`config.mk`:
```
export PLATFORM = sky130hd
export DESIGN_NAME = fpu_wb_arbiter
export DESIGN_NICKNAME = d
export VERILOG_FILES = /design/src/rtl/fpu_wb_arbiter_pkg.sv /design/src/rtl/fpu_wb_arbiter_fcsr.sv /design/src/rtl/fpu_wb_arbiter.sv
export SDC_FILE = /design/constraint.sdc
export NUM_CORES = 1
export LEC_CHECK = 0
export ABC_CLOCK_PERIOD_IN_PS = 5800
export CAP_MARGIN = 20
export CORE_MARGIN = 5
export CORE_UTILIZATION = 42
export CTS_BUF_LIST = sky130_fd_sc_hd__clkbuf_16
export DETAILED_ROUTE_END_ITERATION = 6
export PLACE_DENSITY = 0.75
export SKIP_LAST_GASP = 1
export SLEW_MARGIN = 20
export SYNTH_ARGS = -nofsm -noshare
export SYNTH_HDL_FRONTEND = slang
export SYNTH_SLANG_ARGS = --single-unit
```
`constraint.sdc`:
```
create_clock -name clk -period 5.8 [get_ports clk]
set_input_delay 1.16 -clock clk [delete_from_list [all_inputs] [get_ports clk]]
set_output_delay 1.16 -clock clk [all_outputs]
set_load 0.1 [all_outputs]
```
`src/rtl/fpu_wb_arbiter_pkg.sv`:
```
// Shared types for the FPU register-file write-back path: register payloads,
// write requests, FCSR layout and exception bit positions.
package fpu_wb_arbiter_pkg;

  localparam int FPE_V = 4;
  localparam int FPE_Z = 3;
  localparam int FPE_O = 2;
  localparam int FPE_U = 1;
  localparam int FPE_I = 0;

  typedef logic [4:0] regaddr_t;
  typedef logic [4:0] fpuExcept_t;

  typedef enum logic [1:0] {
    FMT_S = 2'd0,
    FMT_D = 2'd1,
    FMT_H = 2'd2,
    FMT_Q = 2'd3
  } fpuFmt_t;

  typedef struct packed {
    fpuFmt_t     fmt;
    logic [31:0] val;
  } fpuReg_t;

  typedef struct packed {
    logic     we;
    regaddr_t waddr;
    fpuReg_t  wdata;
  } fpuRegWriteReq_t;

  typedef struct packed {
    fpuExcept_t cause;
    fpuExcept_t enables;
    fpuExcept_t flags;
  } fcsrReg_t;

  // A result waiting for (or winning) the write port.
  typedef struct packed {
    regaddr_t   waddr;
    fpuReg_t    wdata;
    fpuExcept_t except;
  } fpuResult_t;

  function automatic logic fpe_trap(fpuExcept_t e, fpuExcept_t en);
    return |(e & en);
  endfunction

endpackage

```
`src/rtl/fpu_wb_arbiter_fcsr.sv`:
```
// Combinational FCSR update for one retiring result: cause always records the
// result's exceptions; flags only accumulate when no enabled exception traps.
module fpu_fcsr_update
  import fpu_wb_arbiter_pkg::*;
(
  input  fcsrReg_t   fcsr,
  input  fpuExcept_t e,
  output fcsrReg_t   fcsr_wdata,
  output logic       trap
);

  always_comb begin
    trap             = fpe_trap(e, fcsr.enables);
    fcsr_wdata       = fcsr;
    fcsr_wdata.cause = e;
    if (!trap) fcsr_wdata.flags = fcsr.flags | e;
  end

endmodule

```
`src/rtl/fpu_wb_arbiter.sv`:
```
// Merges fixed-latency FPU results (A) and div/sqrt results (B, one-entry hold)
// onto the register-file write port; A has priority, B starvation stalls A.
module fpu_wb_arbiter
  import fpu_wb_arbiter_pkg::*;
#(
  parameter int STARVE_MAX = 4
) (
  input  logic            clk,
  input  logic            rst,
  input  logic            flush,
  input  logic            a_valid,
  input  regaddr_t        a_waddr,
  input  fpuReg_t         a_wdata,
  input  fpuExcept_t      a_except,
  output logic            a_stall,
  input  logic            b_valid,
  output logic            b_ready,
  input  regaddr_t        b_waddr,
  input  fpuReg_t         b_wdata,
  input  fpuExcept_t      b_except,
  input  fcsrReg_t        fcsr,
  output fpuRegWriteReq_t wr,
  output logic            fcsr_we,
  output fcsrReg_t        fcsr_wdata,
  output logic            fpe_req
);

  localparam int CW = $clog2(STARVE_MAX + 1);
  localparam logic [CW-1:0] WAIT_MAX = CW'(STARVE_MAX);

  logic            hold_valid;
  fpuResult_t      hold;
  logic [CW-1:0]   wait_cnt;
  logic            b_accept;
  logic            sel_a;
  logic            sel_h;
  logic            sel_any;
  fpuResult_t      sel;
  fcsrReg_t        upd;
  logic            trap;

  assign b_ready  = !hold_valid && !flush;
  assign b_accept = b_valid && b_ready;
  assign a_stall  = hold_valid && (wait_cnt == WAIT_MAX);

  // A always wins; flush suppresses any selection in its cycle.
  assign sel_a   = a_valid && !flush;
  assign sel_h   = !a_valid && hold_valid && !flush;
  assign sel_any = sel_a || sel_h;

  always_comb begin
    sel = hold;
    if (sel_a) sel = '{waddr: a_waddr, wdata: a_wdata, except: a_except};
  end

  fpu_fcsr_update u_fcsr_update (
    .fcsr       (fcsr),
    .e          (sel.except),
    .fcsr_wdata (upd),
    .trap       (trap)
  );

  // b_ready implies the hold is empty, so accept and drain never coincide.
  always_ff @(posedge clk) begin
    if (rst) begin
      hold_valid <= 1'b0;
      hold       <= '0;
    end else if (flush) begin
      hold_valid <= 1'b0;
    end else if (b_accept) begin
      hold_valid <= 1'b1;
      hold       <= '{waddr: b_waddr, wdata: b_wdata, except: b_except};
    end else if (sel_h) begin
      hold_valid <= 1'b0;
    end
  end

  always_ff @(posedge clk) begin
    if (rst || flush || !hold_valid || sel_h) begin
      wait_cnt <= '0;
    end else if (a_valid && (wait_cnt != WAIT_MAX)) begin
      wait_cnt <= wait_cnt + 1'b1;
    end
  end

  always_ff @(posedge clk) begin
    if (rst) begin
      wr         <= '0;
      fcsr_we    <= 1'b0;
      fcsr_wdata <= '0;
      fpe_req    <= 1'b0;
    end else begin
      wr.we   <= 1'b0;
      fcsr_we <= sel_any;
      fpe_req <= sel_any && trap;
      if (sel_any) begin
        wr.we      <= !trap;
        wr.waddr   <= sel.waddr;
        wr.wdata   <= sel.wdata;
        fcsr_wdata <= upd;
      end
    end
  end

endmodule

```
=== After elaboration in Yosys (flattened, before gate mapping) ===
Index checks and enable logic that the tools add are counted.

* Muxes and demuxes: 4
* Reductions and logical operators: 21
* Equality and inequality tests: 2
* Bitwise operators: 4
* Add/subtract/negate cells: 1

{| class="wikitable"
|+ Operators with widths
! kind !! number
|-
| $mux W44 || 1
|-
| $logic_and A1 B1 Y1 || 8
|-
| $and A5 B5 Y5 || 1
|-
| $mux W5 || 1
|-
| $or A5 B5 Y5 || 1
|-
| $reduce_or A5 Y1 || 1
|-
| $logic_not A1 Y1 || 4
|-
| $logic_or A1 B1 Y1 || 4
|-
| $reduce_or A2 Y1 || 2
|-
| $add A3 B1 Y3 const B || 1
|-
| $eq A3 B3 Y1 const B || 1
|-
| $ne A3 B3 Y1 const B || 1
|-
| $mux W1 || 2
|-
| $not A1 Y1 || 2
|-
| $reduce_and A2 Y1 || 1
|-
| $reduce_bool A2 Y1 || 1
|}

* Register bits: 105
* Bits of input ports: 108

=== Logic depth before layout (Yosys ltp) ===
Gate-level depths: netlist of the first run.

* Word-level depth: 6
* Mapped depth: 7
* Depth with buffers taken out: 6

=== Hierarchy ===
From an unflattened synthesis of the first run, not the netlist that was laid out.

* Cell total of the unflattened synthesis: 526
* Area total of the unflattened synthesis: 4215.3 µm²

{| class="wikitable"
|+ Modules (own cells, without submodules)
! module !! seq. area each (µm²) !! cells an instance !! instances !! area an instance (µm²)
|-
| fpu_wb_arbiter || 2102.0 || 508 || 1 || 4075.2
|-
| fpu_fcsr_update || 0.0 || 18 || 1 || 140.1
|}

=== Least setup slack after synthesis of the first run ===
OpenSTA, ideal clock, no wires.

* Kind: input-to-output
* From: input port flush
* To: output port b_ready
* Slack: 2035 ps
* Arrival time: 2605 ps
* Required time: 4640 ps
* Stages on the path: 2
* Path through: buf_4 > nor2_1

* Cells in the longest elaborated chain, start to end: 2

{| class="wikitable"
|+ RTL lines
! element !! line !! RTL
|-
| start, declared || fpu_wb_arbiter.sv:10 || <nowiki>input logic flush,</nowiki>
|-
| $logic_not A1 Y1 || fpu_wb_arbiter.sv:42 || <nowiki>assign b_ready = !hold_valid && !flush;</nowiki>
|-
| $logic_and A1 B1 Y1 || fpu_wb_arbiter.sv:42 ||
|-
| end, declared || fpu_wb_arbiter.sv:17 || <nowiki>output logic b_ready,</nowiki>
|}

No other way between the ends.

=== Final worst setup path of the first run ===
Same ends and word-level chain as after synthesis.

==> metrics.txt, run 1 <==
outcome complete, no violations; Reg power frac 0.424; largest net degree at the start of global routing 103; Syn Nets 653; CORE AREA 10200 um2; Max Cap Violations 0; total power 1.85 mW; die height 111 um; post-DR wirelength/cell 14.0 um; clk slew on worst S/H paths 0.06 ns; first-pass GRT wire length 18800 um; achievable clock frequency 262 MHz; Register Area 2100 um2; port bufs 161; Area growth syn-to-layout 44.8%; setup TNS 0 ns; Worst VDD drop 168 uV; num rows 37; RSZ-0062 raised after global routing no; TritonCTS Buffers 9; Hold Path Depth 2; Worst R2R Path Depth 5; clk buf depth 2; Area contributors post-synth dfxtp_1 49%, nand2_1 9.2%, a21oi_1 8.5%; Worst Path Max Fanout 16; nets@finish 787; Clk pwr share 0.322; Final min period 3.82 ns; # IOs 167; routability congestion estimate 0.774; HP Class reg -> reg; global-route usage over all layers 0.181; logic gate share of total power 0.253; EDFF count, synth 0; Setup WS pre-CTS 1.99 ns; Distinct cells, synth 30; synth warn 0; synthesized area 4310 um2; biggest area consumer among synthesized cells dfxtp_1; Pwr Density 297 nW/um2; number of fill cells in the layout 941; CTS root buffer clkbuf_16; Slew HR 0.301; Ant. Diodes 0; top cell type's share of synthesized area 0.487; Syn Inst Count 543; Via Count 4018; Worst setup EP type output port; mean area per synthesized cell 7.95 um2; WP data arrival 2.66 ns; static leakage 2.35 nW; Internal Pwr Total 1.25 mW; WS Path Type in -> out; Layout Skew 0.00971 ns; setup violators final 0; multi-input combinational cell area 1960 um2; Die Area 12400 um2; sequential share of the synthesized area 0.487; switching pwr 602 uW; router iterations before antenna repair 5; startpoint types primary input; PostCTS Resize Cnt 0; antenna violations before repair 0; DP HPWL 7940 um; layout cells sized above 1 0.0440; final setup margin 1.98 ns; die width 111 um; Final Hold Fails 0; residual DRC count 0; async set or reset register ratio after synthesis 0; Initial Util 0.424; most frequent cells in the layout 158 x clkdlybuf4s50_1, 105 x nand2_1, 105 x dfxtp_1; vias per cell 4.91; DR iter-0 viols 139; crit share post-route 0.658; fin. max-slew vios 0; ys flop type dfxtp_1; CTS sink count 105; postcts setup bufs 0; worst skew pair latency 0.34 ns; sw frac 0.325; post-route ant nets 0; H-tree Lvls 3; Critical Path RT 4.64 ns; TritonCTS clock tree done; # hold bufs at CTS 0; final wirelength 11400 um; Seq cells post-synth 105; vias in the first global route 3920; Slew @ Worst Pin 1.05 ns; grt ovf 0; commonest non-fill, non-tap cell in the layout clkdlybuf4s50_1
==> power by group through the flow <==
stage | clock, mW | sequential [mW] | combinational, mW
4_1_cts | 0.610 | 0.787 | 0.473
5_1_grt | 0.650 | 0.792 | 0.494
2_1_floorplan | 0 | 0.999 | 0.123
6_report | 0.598 | 0.787 | 0.470
3_3_place_gp | 0 | 0.802 | 0.467
3_5_place_dp | 0 | 0.804 | 0.471
==> critical path, cell delays in order <==
cell	delay [ns]
clkdlybuf4s50_1	0.77
nor2_1	0.36
buf_4	0.35
==> cell families (layout without fill, tap and decap cells) <==
logic type	after synthesis	after routing	share of synthesized area
adders and majority gates	2	2	0.00580
xor gates and xnor gates	1	1	0.00203
and+or+nand+nor	240	240	0.241
muxes	28	28	0.0673
DFF	105	105	0.487
AOI/OAI and AO/OA	101	101	0.135
buffers and inverters	66	205	0.0618
==> state kept, by name, summed over array words and instances (netlist names) <==
register	cells
hold	44
wr	40
fcsr_wdata	15
wait_cnt	3
fcsr_we	1
fpe_req	1
hold_valid	1
==> synthesized netlist by cell type (2+ instances only) <==
master    count
a211oi_1     17
ha_1          2
buf_4         3
buf_1         6
mux2i_1      23
inv_1        24
dfxtp_1     105
nor3b_1      22
o32ai_1       5
nor2_1       78
clkbuf_1     32
nand2_1     106
nor3_1       28
a21oi_1      73
mux2_2        4
==> per-layer routing <==
| metal | vias to the layer above | global-route usage | part of all wire |
|---|---|---|---|
| met5 | - | 0 | 0 |
| met4 | 0 | 0.0527 | 0.013 |
| met3 | 11 | 0.0408 | 0.055 |
| met2 | 107 | 0.323 | 0.51 |
| met1 | 1830 | 0.217 | 0.42 |
| li1 | 2070 | - | - |
==> final timing paths <==
kind / startpoint / end / slack [ns]
worst max-delay path: flush / b_ready / 1.98
worst min-delay path: hold[25] / hold[25] / 0.45
worst max register to register: hold_valid / wr[37] / 3.19
worst min register to register: hold[25] / hold[25] / 0.45
==> per-stage QoR <==
stage                     hold slack, ns  utilization  instances  cell area [um2]
after floorplan                    0.434            -        543             4310
after global placement             0.441        0.585        802             5950
after detailed placement           0.446        0.585        802             5950
after CTS                          0.455        0.614        818             6250
after global routing               0.470        0.614        818             6250
final                              0.452        0.614        818             6250
==> cell type report <==
type,instances,share of cell area
repair buffers,165,0.261
well taps,136,0.0272
inverters,24,0.0144
multi-input cells,372,0.314
flip-flops and latches,105,0.336
clock buffers,9,0.0360
clock inverters,7,0.0112
Note: power is estimated with default switching activity, not from simulation.
==> run 2: changes to the inputs <==
--- a/config.mk
+++ b/config.mk
@@ -5,7 +5,7 @@
 export SDC_FILE = /design/constraint.sdc
 export NUM_CORES = 1
 export LEC_CHECK = 0
-export ABC_CLOCK_PERIOD_IN_PS = 5800
+export ABC_CLOCK_PERIOD_IN_PS = 3900
 export CAP_MARGIN = 20
 export CORE_MARGIN = 5
 export CORE_UTILIZATION = 42
==> constraint.sdc (replaced) <==
create_clock -name clk -period 3.9 [get_ports clk]
set_input_delay 0.78 -clock clk [delete_from_list [all_inputs] [get_ports clk]]
set_output_delay 0.78 -clock clk [all_outputs]
set_load 0.1 [all_outputs]
==> metrics.txt, run 2 (synthesis gave the netlist of run 1 again) <==
outcome complete, no violations; Worst VDD drop 343 uV (+100%); commonest non-fill, non-tap cell in the layout clkdlybuf4s50_1; Clk pwr share 0.311 (-0.011); WP data arrival 2.11 ns (-0.55 ns); first-pass GRT wire length 19100 um (+1.4%); vias per cell 4.90 (-0.24%); Worst path depth 4 (+1); Reg power frac 0.430 (+0.006); CORE AREA 10200 um2 (unchanged); CP top delay family buffers and inverters; # IOs 167 (unchanged); Via Count 4023 (+0.12%); layout cells sized above 1 0.0511 (+0.00711); setup TNS 0 ns (unchanged); nets@finish 790 (+0.38%); R2R Path End wr[36]; PostCTS Resize Cnt 0 (unchanged); vias in the first global route 3959 (+0.99%); Largest register FFs 44 (unchanged); static leakage 2.36 nW (+0.50%); CP max-delay cell clkdlybuf4s50_1; Worst Path Max Fanout 21 (+5); DR iter-0 viols 209 (+50%); HP Class reg -> reg; TritonCTS Buffers 9 (unchanged); CTS root buffer clkbuf_16; Final Hold Fails 0 (unchanged); die height 111 um (unchanged); routability congestion estimate 0.752 (-2.8%); post-route ant nets 0 (unchanged); Initial Util 0.424 (unchanged); Max Cap Violations 0 (unchanged); switching pwr 911 uW (+51%); CTS sink count 105 (unchanged); R2R setup slack 1.60 ns (-1.59 ns); TritonCTS clock tree done; Ant. Diodes 0 (unchanged); Layout Skew 0.0115 ns (+0.00183 ns); port bufs 161 (unchanged); grt ovf 0 (unchanged); worst-case hold slack 0.455 ns (+0.00260 ns); clk buf depth 2 (unchanged); Hold Path Depth 2 (unchanged); number of fill cells in the layout 942 (+0.11%); num rows 37 (unchanged); Final min period 2.89 ns; clk slew on worst S/H paths 0.07 ns (about the same); fin. max-slew vios 0 (unchanged); Worst setup EP type output port; sw frac 0.335 (+0.0105); post-DR wirelength/cell 14.1 um (+0.88%); setup violators final 0 (unchanged); worst setup path end b_ready; global-route usage over all layers 0.185 (+0.00432); Slew HR 0.311 (+0.0102); Worst R2R Path Depth 5 (unchanged); residual DRC count 0 (unchanged); FF-to-FF Start hold_valid; # hold bufs at CTS 0 (unchanged); largest registers hold x44, wr x40, fcsr_wdata x15; crit share post-route 0.742; Critical Path Max Stage Delay 0.54 ns (-0.23 ns); register with the most flip-flops hold; router iterations before antenna repair 4 (-1); final wirelength 11600 um (+1.2%); postcts setup bufs 0 (unchanged); WS Path Type in -> out; RSZ-0062 raised after global routing no; startpoint types primary input; antenna violations before repair 0 (unchanged); Worst Setup SP flush; Slew @ Worst Pin 1.03 ns (-0.0185 ns); achievable clock frequency 346 MHz; die width 111 um (unchanged); Pwr Density 434 nW/um2 (+46%); DP HPWL 8280 um (+4.3%); largest net degree at the start of global routing 61 (-41%); H-tree Lvls 3 (unchanged); crit-path cells clkdlybuf4s50_1, buf_4, nor2_1, buf_12; most frequent cells in the layout 157 x clkdlybuf4s50_1, 105 x nand2_1, 105 x dfxtp_1; Area growth syn-to-layout 45.2%; worst skew pair latency 0.34 ns (about the same); Internal Pwr Total 1.81 mW (+44%); logic gate share of total power 0.259 (+0.006); Critical Path RT 3.12 ns (-1.52 ns); Buffers & Inverters on Critical Path 3 (+1); Die Area 12400 um2 (unchanged)
[run 2: cell count changes in the layout (fill, tap and decap cells not counted), sizes merged]
cell and delta:
bufinv -1, clkinv -1, clkinvlp +1, buf +4
inv +1, clkdlybuf4s50 -1
[run 2: per-layer routing]
| layer | GRT usage | wire, um |
|---|---|---|
| met2 | 0.320 | 5700 |
| met5 | 0 | 0 |
| met1 | 0.227 | 5040 |
| met4 | 0.0608 | 208 |
| met3 | 0.0429 | 637 |
[run 2: worst min path at each step]
stage                              from            end  slack, ns
after floorplan                 hold[0]        hold[0]       0.43
after global placement    fcsr_wdata[9]  fcsr_wdata[9]       0.44
after detailed placement       hold[26]       hold[26]       0.45
after CTS                      hold[27]       hold[27]       0.46
after global routing            hold[5]        hold[5]       0.47
final                          hold[26]       hold[26]       0.45
[run 2: worst register-to-register path, cell delays in order, from the launching register on]
cell and delay, ns:
dfxtp_1 0.82, nor2_1 0.18, nor2_4 0.29, buf_4 0.53
nor2_1 0.12, a211oi_1 0.28
[run 2: power groups by stage]
stage | Combinational, mW | Clock, mW | Sequential [mW]
global placement | 0.699 | 0 | 1.19
finish | 0.703 | 0.845 | 1.17
detailed placement | 0.705 | 0 | 1.20
CTS | 0.708 | 0.866 | 1.17
global route | 0.743 | 0.916 | 1.18
floorplan | 0.183 | 0 | 1.49
[run 2: stage by stage]
step / setup slack [ns] / cells / util / total power [mW] / cell area (um2)
2_1_floorplan: 0.658 / 543 / - / 1.67 / 4310
3_3_place_gp: 0.882 / 805 / 0.588 / 1.89 / 5990
3_5_place_dp: 0.854 / 805 / 0.588 / 1.90 / 5990
4_1_cts: 0.996 / 821 / 0.615 / 2.74 / 6270
5_1_grt: 0.906 / 821 / 0.615 / 2.84 / 6270
6_report: 1.01 / 821 / 0.615 / 2.72 / 6270
[run 2: layout make-up]
cell class / count / area (um2) / area share
inverter: 24 / 90.1 / 0.0144
tap: 136 / 170 / 0.0272
clock inverter: 7 / 55.1 / 0.00879
sequential: 105 / 2100 / 0.335
clock buffer: 9 / 225 / 0.0359
multi-input combinational: 372 / 1960 / 0.313
timing repair buffer: 168 / 1660 / 0.266
==> run 3: changes to the inputs <==
--- a/config.mk
+++ b/config.mk
@@ -5,7 +5,7 @@
 export SDC_FILE = /design/constraint.sdc
 export NUM_CORES = 1
 export LEC_CHECK = 0
-export ABC_CLOCK_PERIOD_IN_PS = 3900
+export ABC_CLOCK_PERIOD_IN_PS = 3000
 export CAP_MARGIN = 20
 export CORE_MARGIN = 5
 export CORE_UTILIZATION = 42
==> constraint.sdc (replaced) <==
create_clock -name clk -period 3 [get_ports clk]
set_input_delay 0.6 -clock clk [delete_from_list [all_inputs] [get_ports clk]]
set_output_delay 0.6 -clock clk [all_outputs]
set_load 0.1 [all_outputs]
==> metrics.txt, run 3 (synthesis gave the netlist of run 1 again) <==
vias in the first global route 4081 (+3.1%); global-route usage over all layers 0.189 (+0.00427); WP data arrival 1.75 ns (-0.36 ns); router iterations before antenna repair 4 (unchanged); Worst VDD drop 251 uV (-27%); grt ovf 0 (unchanged); post-DR wirelength/cell 14.1 um (+0.22%); Final min period 2.35 ns; TritonCTS clock tree done; postcts setup bufs 0 (unchanged); Worst R2R Path Depth 5 (unchanged); setup violators final 0 (unchanged); Critical Path RT 2.40 ns (-0.72 ns); Worst setup EP type output port; cell count after placement 808 (+0.37%); R2R setup slack 1.31 ns (-0.29 ns); Area growth syn-to-layout 43.5%; Worst Path Max Fanout 25 (+19%); largest registers hold x44, wr x40, fcsr_wdata x15; Largest register FFs 44 (unchanged); routability congestion estimate 0.784 (+4.3%); clk buf depth 2 (unchanged); Final Instance Area 6190 um2 (-1.2%); num rows 37 (unchanged); fin. max-slew vios 0 (unchanged); most frequent cells in the layout 105 x nand2_1, 105 x dfxtp_1, 100 x clkdlybuf4s50_1; Slew HR 0.582 (+0.271); Ant. Diodes 0 (unchanged); post-route ant nets 0 (unchanged); RSZ-0062 raised after global routing no; # hold bufs at CTS 0 (unchanged); largest net degree at the start of global routing 63 (+3.3%); first-pass GRT wire length 19600 um (+2.7%); FF-to-FF Start hold_valid; crit share post-route 0.784; Via Count 4045 (+0.55%); # IOs 167 (unchanged); Slew @ Worst Pin 0.627 ns (-0.403 ns); layout cells sized above 1 0.140 (+0.0884); DP HPWL 8230 um (-0.67%); H-tree Lvls 3 (unchanged); Max Cap Violations 0 (unchanged); HP Class reg -> reg; vias per cell 4.91 (+0.18%); DR iter-0 viols 160 (-23%); clk slew on worst S/H paths 0.06 ns (about the same); worst-case hold slack 0.456 ns (+0.000993 ns); die width 111 um (unchanged); Final Hold Fails 0 (unchanged); achievable clock frequency 425 MHz; static leakage 2.50 nW (+5.8%); residual DRC count 0 (unchanged); outcome complete, no violations; Layout Skew 0.0109 ns (-0.000612 ns); WS Path Type in -> out; startpoint types primary input; port bufs 161 (unchanged); worst setup path end b_ready; PostCTS Resize Cnt 0 (unchanged); Finished Layout Cells 824 (+0.37%); die height 111 um (unchanged); Pwr Density 581 nW/um2 (+34%); final wirelength 11700 um (+0.59%); antenna violations before repair 0 (unchanged); CORE AREA 10200 um2 (unchanged); Post-DP Area 5900 um2 (-1.5%); worst skew pair latency 0.34 ns (about the same); CTS root buffer clkbuf_16; Initial Util 0.424 (unchanged); Die Area 12400 um2 (unchanged); register with the most flip-flops hold; Worst Setup SP flush; TritonCTS Buffers 9 (unchanged); R2R Path End wr[28]; setup TNS 0 ns (unchanged); CTS sink count 105 (unchanged); nets@finish 793 (+0.38%)
## run 3: cell count changes in the layout (fill, tap and decap cells not counted), moves of 2 or more
cell	change
buf_12	+2
buf_4	+58
clkdlybuf4s50_1	-57
clkinv_2	+2
clkinvlp_4	-2
## run 3: how the worst min path moves through the flow
stage / start / endpoint / slack [ns] / depth (start not counted)
final: hold[22] / hold[22] / 0.46 / 2
after global routing: hold[28] / hold[28] / 0.48 / 2
after CTS: hold[26] / hold[26] / 0.46 / 2
after detailed placement: hold[1] / hold[1] / 0.45 / 2
after global placement: hold[25] / hold[25] / 0.44 / 2
after floorplan: hold[0] / hold[0] / 0.43 / 2
## run 3: through the flow
stage                     utilization  power (mW)  setup slack [ns]
after floorplan                     -        2.17             0.463
after global placement          0.579        2.45             0.528
after detailed placement        0.579        2.46             0.469
after CTS                       0.608        3.63             0.644
after global routing            0.608        3.75             0.587
final                           0.608        3.60             0.647
## run 3: where the power goes
part           internal, mW  switching [mW]  leakage, nW
clock                 0.646           0.527        0.143
sequential             1.48          0.0440        0.861
combinational         0.292           0.616         1.50
## run 3: worst max-delay path: stages
cell             delay [ns]
clkdlybuf4s50_1        0.46
buf_4                  0.26
nor2_2                 0.22
buf_12                 0.21
## run 3: area by class of cell
type                       instances  area, um2
fill                             971       3990
timing repair buffer             171       1570
clock inverter                     7       68.8
sequential                       105       2100
clock buffer                       9        225
multi-input combinational        372       1970
inverter                          24       90.1
tap                              136        170
## run 3: per-layer routing
| metal | GRT usage | routed length, um |
|---|---|---|
| met5 | 0 | 0 |
| met1 | 0.233 | 5010 |
| met4 | 0.0706 | 226 |
| met3 | 0.0435 | 641 |
| met2 | 0.323 | 5780 |
